$ cat config.mk
export PLATFORM = sky130hd
export DESIGN_NAME = bridge_target_router_flat
export DESIGN_NICKNAME = d
export VERILOG_FILES = /design/src/rtl/pocket.sv /design/src/rtl/bridge_target_router_if.sv /design/src/rtl/bridge_target_router.sv /design/src/flat_wrapper.sv
export SDC_FILE = /design/constraint.sdc
export NUM_CORES = 1
export LEC_CHECK = 0
export CAP_MARGIN = 20
export CORE_MARGIN = 2
export CORE_UTILIZATION = 35
export DETAILED_ROUTE_END_ITERATION = 6
export PLACE_DENSITY = 0.81
export SKIP_CTS_REPAIR_TIMING = 1
export SLEW_MARGIN = 25
export SYNTH_ARGS = -nofsm -noshare
export SYNTH_HDL_FRONTEND = slang
export SYNTH_SLANG_ARGS = --single-unit
$ cat constraint.sdc
create_clock -name clk_i -period 11.2 [get_ports clk_i]
set_clock_uncertainty 0.15 [all_clocks]
set_input_delay 2.24 -clock clk_i [delete_from_list [all_inputs] [get_ports clk_i]]
set_output_delay 2.24 -clock clk_i [all_outputs]
set_load 0.02 [all_outputs]
$ cat src/rtl/pocket.sv
// Shared Pocket bridge types: address/data words and inclusive address windows.
package pocket;

  typedef logic [31:0] bridge_addr_t;
  typedef logic [31:0] bridge_data_t;

  typedef struct packed {
    bridge_addr_t from_addr;
    bridge_addr_t to_addr;
  } bridge_addr_range_t;

endpackage

$ cat src/rtl/bridge_target_router_if.sv
// Bridge-side and target-side signals of bridge_target_router, bundled for port connection.
interface bridge_target_router_if #(
  parameter int unsigned N_TARGETS = 4
);

  pocket::bridge_addr_t      bridge_addr;
  logic                      bridge_wr;
  pocket::bridge_data_t      bridge_wr_data;
  logic                      bridge_rd;
  pocket::bridge_data_t      bridge_rd_data;
  pocket::bridge_addr_t      tgt_addr;
  pocket::bridge_data_t      tgt_wr_data;
  logic [N_TARGETS-1:0]      tgt_wr;
  logic [N_TARGETS-1:0]      tgt_rd;
  logic [32*N_TARGETS-1:0]   tgt_rd_data;
  logic [N_TARGETS-1:0]      tgt_rd_valid;
  logic                      rd_busy;
  logic                      err_unmapped;
  logic                      err_timeout;

  // Host bridge plus target models.
  modport master (
    output bridge_addr, bridge_wr, bridge_wr_data, bridge_rd, tgt_rd_data, tgt_rd_valid,
    input  bridge_rd_data, tgt_addr, tgt_wr_data, tgt_wr, tgt_rd, rd_busy, err_unmapped,
           err_timeout
  );

  // The router.
  modport slave (
    input  bridge_addr, bridge_wr, bridge_wr_data, bridge_rd, tgt_rd_data, tgt_rd_valid,
    output bridge_rd_data, tgt_addr, tgt_wr_data, tgt_wr, tgt_rd, rd_busy, err_unmapped,
           err_timeout
  );

endinterface

$ cat src/rtl/bridge_target_router.sv
// Decodes bridge accesses onto N target windows: one-cycle write strobes, and reads sequenced
// through a WAIT state with bounded timeout, abort on a new read, and fixed fill values.
module bridge_target_router
  import pocket::*;
#(
  parameter int unsigned        N_TARGETS    = 4,
  parameter bridge_addr_range_t RANGES [N_TARGETS] = '{
    '{32'h0000_0000, 32'h0FFF_FFFF},
    '{32'h1000_0000, 32'h1FFF_FFFF},
    '{32'h2000_0000, 32'h2FFF_FFFF},
    '{32'h3000_0000, 32'h3FFF_FFFF}
  },
  parameter int unsigned        TIMEOUT      = 16,
  parameter bridge_data_t       TIMEOUT_DATA = 32'hDEAD_BEEF
) (
  input  logic                 clk_i,
  input  logic                 rst_i,
  bridge_target_router_if.slave bridge_io
);

  localparam int unsigned SelW        = (N_TARGETS > 1) ? $clog2(N_TARGETS) : 1;
  localparam logic [7:0]  TimeoutLast = 8'(TIMEOUT - 1);

  typedef enum logic [0:0] {StIdle, StWait} state_e;

  state_e               state_q, state_d;
  logic [SelW-1:0]      sel_q, sel_d;
  logic [7:0]           cnt_q, cnt_d;
  bridge_data_t         rd_data_q, rd_data_d;
  bridge_addr_t         addr_q, addr_d;
  bridge_data_t         wr_data_q, wr_data_d;
  logic [N_TARGETS-1:0] tgt_wr_q, tgt_wr_d;
  logic [N_TARGETS-1:0] tgt_rd_q, tgt_rd_d;
  logic                 err_unmapped_q, err_unmapped_d;
  logic                 err_timeout_q, err_timeout_d;

  logic                 hit;
  logic [SelW-1:0]      hit_idx;
  logic                 start_rd;

  // Scan from the top so the lowest matching index is the one left standing.
  always_comb begin
    hit     = 1'b0;
    hit_idx = '0;
    for (int i = int'(N_TARGETS) - 1; i >= 0; i--) begin
      if (bridge_io.bridge_addr >= RANGES[i].from_addr &&
          bridge_io.bridge_addr <= RANGES[i].to_addr) begin
        hit     = 1'b1;
        hit_idx = SelW'(i);
      end
    end
  end

  always_comb begin
    state_d        = state_q;
    sel_d          = sel_q;
    cnt_d          = cnt_q;
    rd_data_d      = rd_data_q;
    addr_d         = addr_q;
    wr_data_d      = wr_data_q;
    tgt_wr_d       = '0;
    tgt_rd_d       = '0;
    err_unmapped_d = 1'b0;
    err_timeout_d  = 1'b0;
    start_rd       = 1'b0;

    if (bridge_io.bridge_wr) begin
      if (hit) begin
        addr_d            = bridge_io.bridge_addr;
        wr_data_d         = bridge_io.bridge_wr_data;
        tgt_wr_d[hit_idx] = 1'b1;
      end else begin
        err_unmapped_d = 1'b1;
      end
    end

    unique case (state_q)
      StIdle: start_rd = bridge_io.bridge_rd;
      StWait: begin
        if (bridge_io.bridge_rd) begin
          // Abort: the old read's data, even if valid this cycle, is dropped.
          err_timeout_d = 1'b1;
          start_rd      = 1'b1;
        end else if (bridge_io.tgt_rd_valid[sel_q]) begin
          rd_data_d = bridge_io.tgt_rd_data[{sel_q, 5'd0} +: 32];
          state_d   = StIdle;
        end else if (cnt_q == TimeoutLast) begin
          rd_data_d     = TIMEOUT_DATA;
          err_timeout_d = 1'b1;
          state_d       = StIdle;
        end else begin
          cnt_d = cnt_q + 8'd1;
        end
      end
      default: state_d = StIdle;
    endcase

    if (start_rd) begin
      if (bridge_io.bridge_wr || !hit) begin
        // A colliding write owns tgt_addr; the read is dropped without touching read data.
        err_unmapped_d = 1'b1;
        state_d        = StIdle;
        if (!bridge_io.bridge_wr) rd_data_d = '0;
      end else begin
        addr_d            = bridge_io.bridge_addr;
        sel_d             = hit_idx;
        tgt_rd_d[hit_idx] = 1'b1;
        cnt_d             = '0;
        state_d           = StWait;
      end
    end
  end

  always_ff @(posedge clk_i or posedge rst_i) begin
    if (rst_i) begin
      state_q        <= StIdle;
      sel_q          <= '0;
      cnt_q          <= '0;
      rd_data_q      <= '0;
      addr_q         <= '0;
      wr_data_q      <= '0;
      tgt_wr_q       <= '0;
      tgt_rd_q       <= '0;
      err_unmapped_q <= 1'b0;
      err_timeout_q  <= 1'b0;
    end else begin
      state_q        <= state_d;
      sel_q          <= sel_d;
      cnt_q          <= cnt_d;
      rd_data_q      <= rd_data_d;
      addr_q         <= addr_d;
      wr_data_q      <= wr_data_d;
      tgt_wr_q       <= tgt_wr_d;
      tgt_rd_q       <= tgt_rd_d;
      err_unmapped_q <= err_unmapped_d;
      err_timeout_q  <= err_timeout_d;
    end
  end

  assign bridge_io.bridge_rd_data = rd_data_q;
  assign bridge_io.tgt_addr       = addr_q;
  assign bridge_io.tgt_wr_data    = wr_data_q;
  assign bridge_io.tgt_wr         = tgt_wr_q;
  assign bridge_io.tgt_rd         = tgt_rd_q;
  assign bridge_io.rd_busy        = (state_q == StWait);
  assign bridge_io.err_unmapped   = err_unmapped_q;
  assign bridge_io.err_timeout    = err_timeout_q;

endmodule

$ cat src/flat_wrapper.sv
// flat-port wrapper written by rule: the top's interface ports become plain ports
module bridge_target_router_flat import pocket::*;
#(
  parameter int unsigned        N_TARGETS    = 4,
  parameter bridge_addr_range_t RANGES [N_TARGETS] = '{
    '{32'h0000_0000, 32'h0FFF_FFFF},
    '{32'h1000_0000, 32'h1FFF_FFFF},
    '{32'h2000_0000, 32'h2FFF_FFFF},
    '{32'h3000_0000, 32'h3FFF_FFFF}
  },
  parameter int unsigned        TIMEOUT      = 16,
  parameter bridge_data_t       TIMEOUT_DATA = 32'hDEAD_BEEF
)
  (clk_i, rst_i, bridge_io_bridge_addr, bridge_io_bridge_wr, bridge_io_bridge_wr_data, bridge_io_bridge_rd, bridge_io_tgt_rd_data, bridge_io_tgt_rd_valid, bridge_io_bridge_rd_data, bridge_io_tgt_addr, bridge_io_tgt_wr_data, bridge_io_tgt_wr, bridge_io_tgt_rd, bridge_io_rd_busy, bridge_io_err_unmapped, bridge_io_err_timeout);
  bridge_target_router_if #(.N_TARGETS(N_TARGETS)) bridge_io_i ();
  input  logic clk_i;
  input  logic rst_i;
  input wire logic [$bits(bridge_io_i.bridge_addr)-1:0] bridge_io_bridge_addr;
  input wire logic [$bits(bridge_io_i.bridge_wr)-1:0] bridge_io_bridge_wr;
  input wire logic [$bits(bridge_io_i.bridge_wr_data)-1:0] bridge_io_bridge_wr_data;
  input wire logic [$bits(bridge_io_i.bridge_rd)-1:0] bridge_io_bridge_rd;
  input wire logic [$bits(bridge_io_i.tgt_rd_data)-1:0] bridge_io_tgt_rd_data;
  input wire logic [$bits(bridge_io_i.tgt_rd_valid)-1:0] bridge_io_tgt_rd_valid;
  output wire logic [$bits(bridge_io_i.bridge_rd_data)-1:0] bridge_io_bridge_rd_data;
  output wire logic [$bits(bridge_io_i.tgt_addr)-1:0] bridge_io_tgt_addr;
  output wire logic [$bits(bridge_io_i.tgt_wr_data)-1:0] bridge_io_tgt_wr_data;
  output wire logic [$bits(bridge_io_i.tgt_wr)-1:0] bridge_io_tgt_wr;
  output wire logic [$bits(bridge_io_i.tgt_rd)-1:0] bridge_io_tgt_rd;
  output wire logic [$bits(bridge_io_i.rd_busy)-1:0] bridge_io_rd_busy;
  output wire logic [$bits(bridge_io_i.err_unmapped)-1:0] bridge_io_err_unmapped;
  output wire logic [$bits(bridge_io_i.err_timeout)-1:0] bridge_io_err_timeout;
  assign bridge_io_i.bridge_addr = bridge_io_bridge_addr;
  assign bridge_io_i.bridge_wr = bridge_io_bridge_wr;
  assign bridge_io_i.bridge_wr_data = bridge_io_bridge_wr_data;
  assign bridge_io_i.bridge_rd = bridge_io_bridge_rd;
  assign bridge_io_i.tgt_rd_data = bridge_io_tgt_rd_data;
  assign bridge_io_i.tgt_rd_valid = bridge_io_tgt_rd_valid;
  assign bridge_io_bridge_rd_data = bridge_io_i.bridge_rd_data;
  assign bridge_io_tgt_addr = bridge_io_i.tgt_addr;
  assign bridge_io_tgt_wr_data = bridge_io_i.tgt_wr_data;
  assign bridge_io_tgt_wr = bridge_io_i.tgt_wr;
  assign bridge_io_tgt_rd = bridge_io_i.tgt_rd;
  assign bridge_io_rd_busy = bridge_io_i.rd_busy;
  assign bridge_io_err_unmapped = bridge_io_i.err_unmapped;
  assign bridge_io_err_timeout = bridge_io_i.err_timeout;
  bridge_target_router #(.N_TARGETS(N_TARGETS), .RANGES(RANGES), .TIMEOUT(TIMEOUT), .TIMEOUT_DATA(TIMEOUT_DATA)) u_core (.clk_i(clk_i), .rst_i(rst_i), .bridge_io(bridge_io_i));
endmodule
==> results.toml, run 1 <==
[setup_path]
crit_buf_inv = 1
cp_data_required_time_ps = 11340
path_class = "primary input to flip-flop"
cp-end-kind = "flip-flop"
cp_cell_sequence = "clkdlybuf4s50_1, mux4_2, nand2b_2, o21ai_4, o221a_2"
worstPathMaxFanout = 32
cp.arrival_ps = 4420
critPathTopFamily = "compound AO/OA/AOI/OAI gates"
cp_slowest_cell = "mux4_2"
cp_slowest_stage_delay_ps = 550
start_kind = "primary input"

[global_routing]
grt_use_total_pct = 20.11
grt_overflow = 0
antenna_found_initial = 0
grt_max_degree = 77
grt_pass1_vias = 4754
grt_pass1_wl_microns = 24930

[synthesis]
syn_area_sq_um = 5258
avgSynthCellArea_sq_um = 14.52
yosysSeqAreaShare_pct = 55.69
ys_seq_elements = 117
async_flop_share_pct = 100.0
synth_top_area_share_pct = 55.69
ys_types = 34
ys_warn_count = 0
synth_common_cells = "117 x dfrtp_1, 62 x mux2_2, 33 x mux4_2"
synth_most_common_cell = "dfrtp_1"
synth-edff-count = 0
synth_top_area_cell = "dfrtp_1"
synthTopCellsByArea = "dfrtp_1 56%, mux4_2 14%, mux2_2 13%"
synthCells = 362
yosys_most_used_dff = "dfrtp_1"
synth_nets = 563

[finish]
antenna_cells = 0
drive_gt1_share_pct = 23.63
area_delta_synth_final_pct = 72.73
nNetsFinal = 866

[detailed_routing]
ant_nets = 0
drtIter0Drc = 209
wl_microns = 16060
drt_pass1_iterations = 5
wl_per_cell_microns = 18.66
route.detailed.drc = 0
vias = 4366
vias_per_cell = 5.071

[placement]
port_buffers = 306
place_congestion = 0.8264
dp_hpwl_microns = 12420

[sta]
hold_viol = 0
period_share_pct = 38.24
setup_viol = 0
grt_setup_unrepaired = "no"
slew_violations = 0
tightest_slew_ps = 818.4
period_needed_ps = 4282
slew_headroom_pct = 45.23
timing.fmax_mhz = 233.5
fin_tns_setup_ps = 0

[clocking]
cts_made_buffers = 17
insertion_delay_ps = 410
cts_tree = "done"
clock-root-buffer = "clkbuf_16"
path_clk_slew_ps = 50
h-tree-depth = 4
cts_buffer_depth = 2
cts_sinks = 117

[floorplan]
start_util_pct = 36.04
die_w_microns = 126.6
die-area_sq_um = 16020
fp.dieH_microns = 126.6
placementRows = 44
core_area_sq_um = 14590
ios = 307

[job]
cap_violations = 0

[pwr]
power-per-cell-area_nw_per_um2 = 155.3
fin_total_pwr_uw = 1410
vdd_ir_drop_max_mv = 0.1039
p_leak_uw = 0.003645

[min_path]
hold_path_class = "flip-flop to flip-flop"

[status]
status = "complete, no violations"
==> worst register-to-register path: stages (launching register included) <==
cell and delay [ps]:
dfrtp_2 330, buf_4 490, mux4_2 700, nand2b_2 450
o21ai_4 360, o221a_2 400
==> logic make-up after synthesis <==
| group | share of synthesized area, % |
|---|---|
| DFF | 55.69 |
| muxes | 27.42 |
| and+or+nand+nor | 6.378 |
| AOI/OAI and AO/OA | 7.996 |
| buffers and inverters | 2.285 |
| adders and majority gates | 0.2379 |
==> cell usage in the layout (no fill, tap or decap), types with 2 or more instances in the layout <==
| cell type | instances |
|---|---|
| bufinv_16 | 2 |
| mux4_2 | 33 |
| clkbuf_1 | 3 |
| clkbuf_8 | 2 |
| and3_1 | 4 |
| nor2_1 | 10 |
| o21ai_0 | 15 |
| nand4_1 | 2 |
| nand3_1 | 3 |
| o221a_2 | 24 |
| nor3_1 | 3 |
| nand2_1 | 30 |
| clkdlybuf4s50_1 | 306 |
| a21oi_1 | 2 |
| buf_4 | 4 |
| nor2b_1 | 4 |
| o21ai_4 | 2 |
| a21o_1 | 2 |
| mux2_2 | 62 |
| clkinvlp_4 | 2 |
| clkinv_2 | 4 |
| dfrtp_1 | 116 |
| clkbuf_16 | 17 |
| nand2b_1 | 3 |
| or3_1 | 2 |
| and2_1 | 2 |
==> per-stage QoR <==
step                      worst slack [ps]  cells  cell area [sq um]  utilization (%)  hold slack [ps]
final                                 6918    861               9081            62.25            350.6
after global routing                  6800    861               9081            62.25            366.2
after CTS                             6260    861               9067            62.15            356.8
after detailed placement              5819    830               8499            58.26            339.7
after global placement                6124    830               8492            58.21            336.0
after floorplan                       5709    362               5258                -            331.2
==> cell type report <==
class	count	area [sq um]
clock buffer	22	464.2
clock inverter	9	103.9
fill	1079	5508
inverter	2	10.01
multi-input combinational	216	2240
sequential	117	2929
tap	184	230.2
timing repair buffer	311	3104
==> report_power, final <==
group | switching, uW | internal [uW]
clock | 182 | 336
combinational | 160 | 225
sequential | 30.1 | 477
total | 372 | 1040
==> routing by layer <==
layer  share of wire (%)  vias to the layer above  global-route usage [%]  wire length [microns]
met5                   0                        -                       0                      0
met4                 2.6                        0                   8.727                    414
met3                 8.6                       33                   6.242                   1374
met2                  52                      233                   35.67                   8367
met1                  37                     2117                   22.19                   5907
li1                    -                     1983                       -                      -
==> sequential cells by signal (all words and copies together) (netlist names) <==
name / count
u_core.bridge_io.err_timeout: 1
u_core.bridge_io.bridge_rd_data: 32
u_core.sel_q: 2
u_core.bridge_io.tgt_wr: 4
u_core.bridge_io.err_unmapped: 1
u_core.bridge_io.rd_busy: 1
u_core.bridge_io.tgt_rd: 4
u_core.cnt_q: 8
u_core.bridge_io.tgt_wr_data: 32
u_core.bridge_io.tgt_addr: 32
==> path summary, 6_finish.rpt <==
| kind | endpoint | slack [ps] | start | cells past startpoint |
|---|---|---|---|---|
| setup / recovery | u_core.bridge_io.bridge_rd_data[5] | 6920 | bridge_io_tgt_rd_valid[2] | 5 |
| hold / removal | u_core.bridge_io.tgt_wr_data[13] | 350 | u_core.bridge_io.tgt_wr_data[13] | 1 |
| setup reg to reg | u_core.bridge_io.bridge_rd_data[5] | 8210 | u_core.sel_q[0] | 5 |
| hold reg to reg | u_core.bridge_io.tgt_wr_data[13] | 350 | u_core.bridge_io.tgt_wr_data[13] | 1 |
| max in group asynchronous | u_core.sel_q[0] | 7740 | rst_i | 3 |
| min in group asynchronous | u_core.bridge_io.tgt_addr[26] | 2080 | rst_i | 2 |
Note: power is estimated with default switching activity, not from simulation.
==> inputs of run 2 (changes only) <==
clock period = 4.1 ns   (was 11.2 ns; I/O delays follow)
==> run 2 against run 1 <==
Against the previous run: power grew to 2.8 times the previous value; highest routed layer unchanged; combinational power grew to 2.7 times the previous value; largest power group unchanged; wire length decreased by 0.47%; worst hold slack better by 1.4 ps; first-iteration DRC count increased by 22%.
==> results.toml, run 2 (synthesis gave the netlist of run 1 again) <==
[sta]
grt_setup_unrepaired = "no"
setup_viol = 0
period_share_pct = 67.25
fin_tns_setup_ps = 0
slew_violations = 0
setup_ws_ps = 1343
period_needed_ps = 2757
hold_viol = 0
hold_slack_ps = 352.0
tightest_slew_ps = 829.2
timing.fmax_mhz = 362.7
slew_headroom_pct = 44.72

[floorplan]
placementRows = 44
die_w_microns = 126.6
ios = 307
fp.dieH_microns = 126.6
start_util_pct = 36.04
core_area_sq_um = 14590
die-area_sq_um = 16020

[finish]
drive_gt1_share_pct = 24.01
nFillCells = 1053
area_delta_synth_final_pct = 74.13
nNetsFinal = 867
final_area_sq_um = 9155
layout_commonest_cell = "clkdlybuf4s50_1"
mostFrequentLayoutCells = "306 x clkdlybuf4s50_1, 116 x dfrtp_1, 62 x mux2_2"
antenna_cells = 0

[pwr]
vdd_ir_drop_max_mv = 0.2719
p_int_uw = 2940
seqPwrFrac_pct = 34.7
p_leak_uw = 0.003670
switchingPower_uw = 1051
power-per-cell-area_nw_per_um2 = 436.0
fin_total_pwr_uw = 3992
combPwrFrac_pct = 26.3
p_sw_share_pct = 26.34
pwr-share-clk_pct = 39.0

[job]
cap_violations = 0

[detailed_routing]
ant_nets = 0
vias = 4396
vias_per_cell = 5.094
drtIter0Drc = 254
wl_per_cell_microns = 18.53
wl_microns = 15990
route.detailed.drc = 0
drt_pass1_iterations = 6

[clocking]
cts_made_buffers = 17
clock-root-buffer = "clkbuf_16"
insertion_delay_ps = 410
h-tree-depth = 4
path_clk_slew_ps = 60
cts_tree = "done"
cts_buffer_depth = 2
cts_sinks = 117

[min_path]
min_path_cells = 1
hold_path_class = "flip-flop to flip-flop"

[placement]
dp_hpwl_microns = 12290
place_congestion = 0.8140
dpl_cell_area_sq_um = 8519
port_buffers = 306
place_ws_ps = 815.7

[setup_path]
cp_cell_sequence = "clkdlybuf4s50_1, mux4_2, nand2b_1, buf_4, o21ai_4, o221a_2"
reg2reg_depth = 6
cp_slowest_stage_delay_ps = 540
cp.arrival_ps = 2890
path_class = "primary input to flip-flop"
worstPathMaxFanout = 32
cp-end-kind = "flip-flop"
cp_slowest_cell = "mux4_2"
cp_data_required_time_ps = 4230
start_kind = "primary input"

[global_routing]
antenna_found_initial = 0
grt_overflow = 0
grt_max_degree = 68
grt_pass1_vias = 4711
grt_use_total_pct = 19.93
grt_pass1_wl_microns = 24850

[status]
status = "complete, no violations"
## run 2: cell types whose count changed in the layout (fill, tap and decap cells not counted), sizes merged
cell / before / now
clkbuf: 22 / 18
inv: 2 / 5
bufinv: 2 / 4
clkinv: 5 / 3
clkinvlp: 2 / 4
buf: 5 / 6
## run 2: area by class of cell
cell class / count / area, sq um / area share, %
timing repair buffer: 312 / 3120 / 34.08
sequential: 117 / 2929 / 31.99
multi-input combinational: 216 / 2237 / 24.44
clock buffer: 18 / 429.2 / 4.688
tap: 184 / 230.2 / 2.515
clock inverter: 14 / 198.9 / 2.173
inverter: 2 / 10.01 / 0.1093
## run 2: critical path: cells and delay by family
kind / cells / cell delay, ps
AO/OA/AOI/OAI: 2 / 660
buffers and inverters: 2 / 710
AND/OR/NAND/NOR: 1 / 140
multiplexers: 1 / 540
## run 2: final timing paths
kind	start	endpoint	slack, ps
setup / recovery	bridge_io_tgt_rd_valid[1]	u_core.bridge_io.bridge_rd_data[5]	1340
hold / removal	u_core.bridge_io.tgt_addr[31]	u_core.bridge_io.tgt_addr[31]	350
setup reg to reg	u_core.sel_q[1]	u_core.bridge_io.bridge_rd_data[5]	1540
hold reg to reg	u_core.bridge_io.tgt_addr[31]	u_core.bridge_io.tgt_addr[31]	350
max in group asynchronous	rst_i	u_core.bridge_io.tgt_addr[0]	2230
min in group asynchronous	rst_i	u_core.bridge_io.tgt_addr[11]	790
## run 2: stage by stage
stage,util (%),cells
2_1_floorplan,-,362
3_3_place_gp,58.34,831
3_5_place_dp,58.40,831
4_1_cts,62.70,863
5_1_grt,62.75,863
6_report,62.75,863
## run 2: power by group through the flow
stage	combinational (uW)	clock, uW	sequential, uW
global placement	1040	0	1390
CTS	1060	1590	1390
global route	1110	1650	1400
floorplan	321	0	1570
detailed placement	1060	0	1400
finish	1050	1560	1380
## run 2: metal layers
metal | up-vias | track usage [%] | wire, microns
met5 | - | 0 | 0
met4 | 0 | 7.369 | 337
met3 | 29 | 5.989 | 1391
met2 | 238 | 35.61 | 8491
met1 | 2141 | 22.45 | 5768
li1 | 1988 | - | -
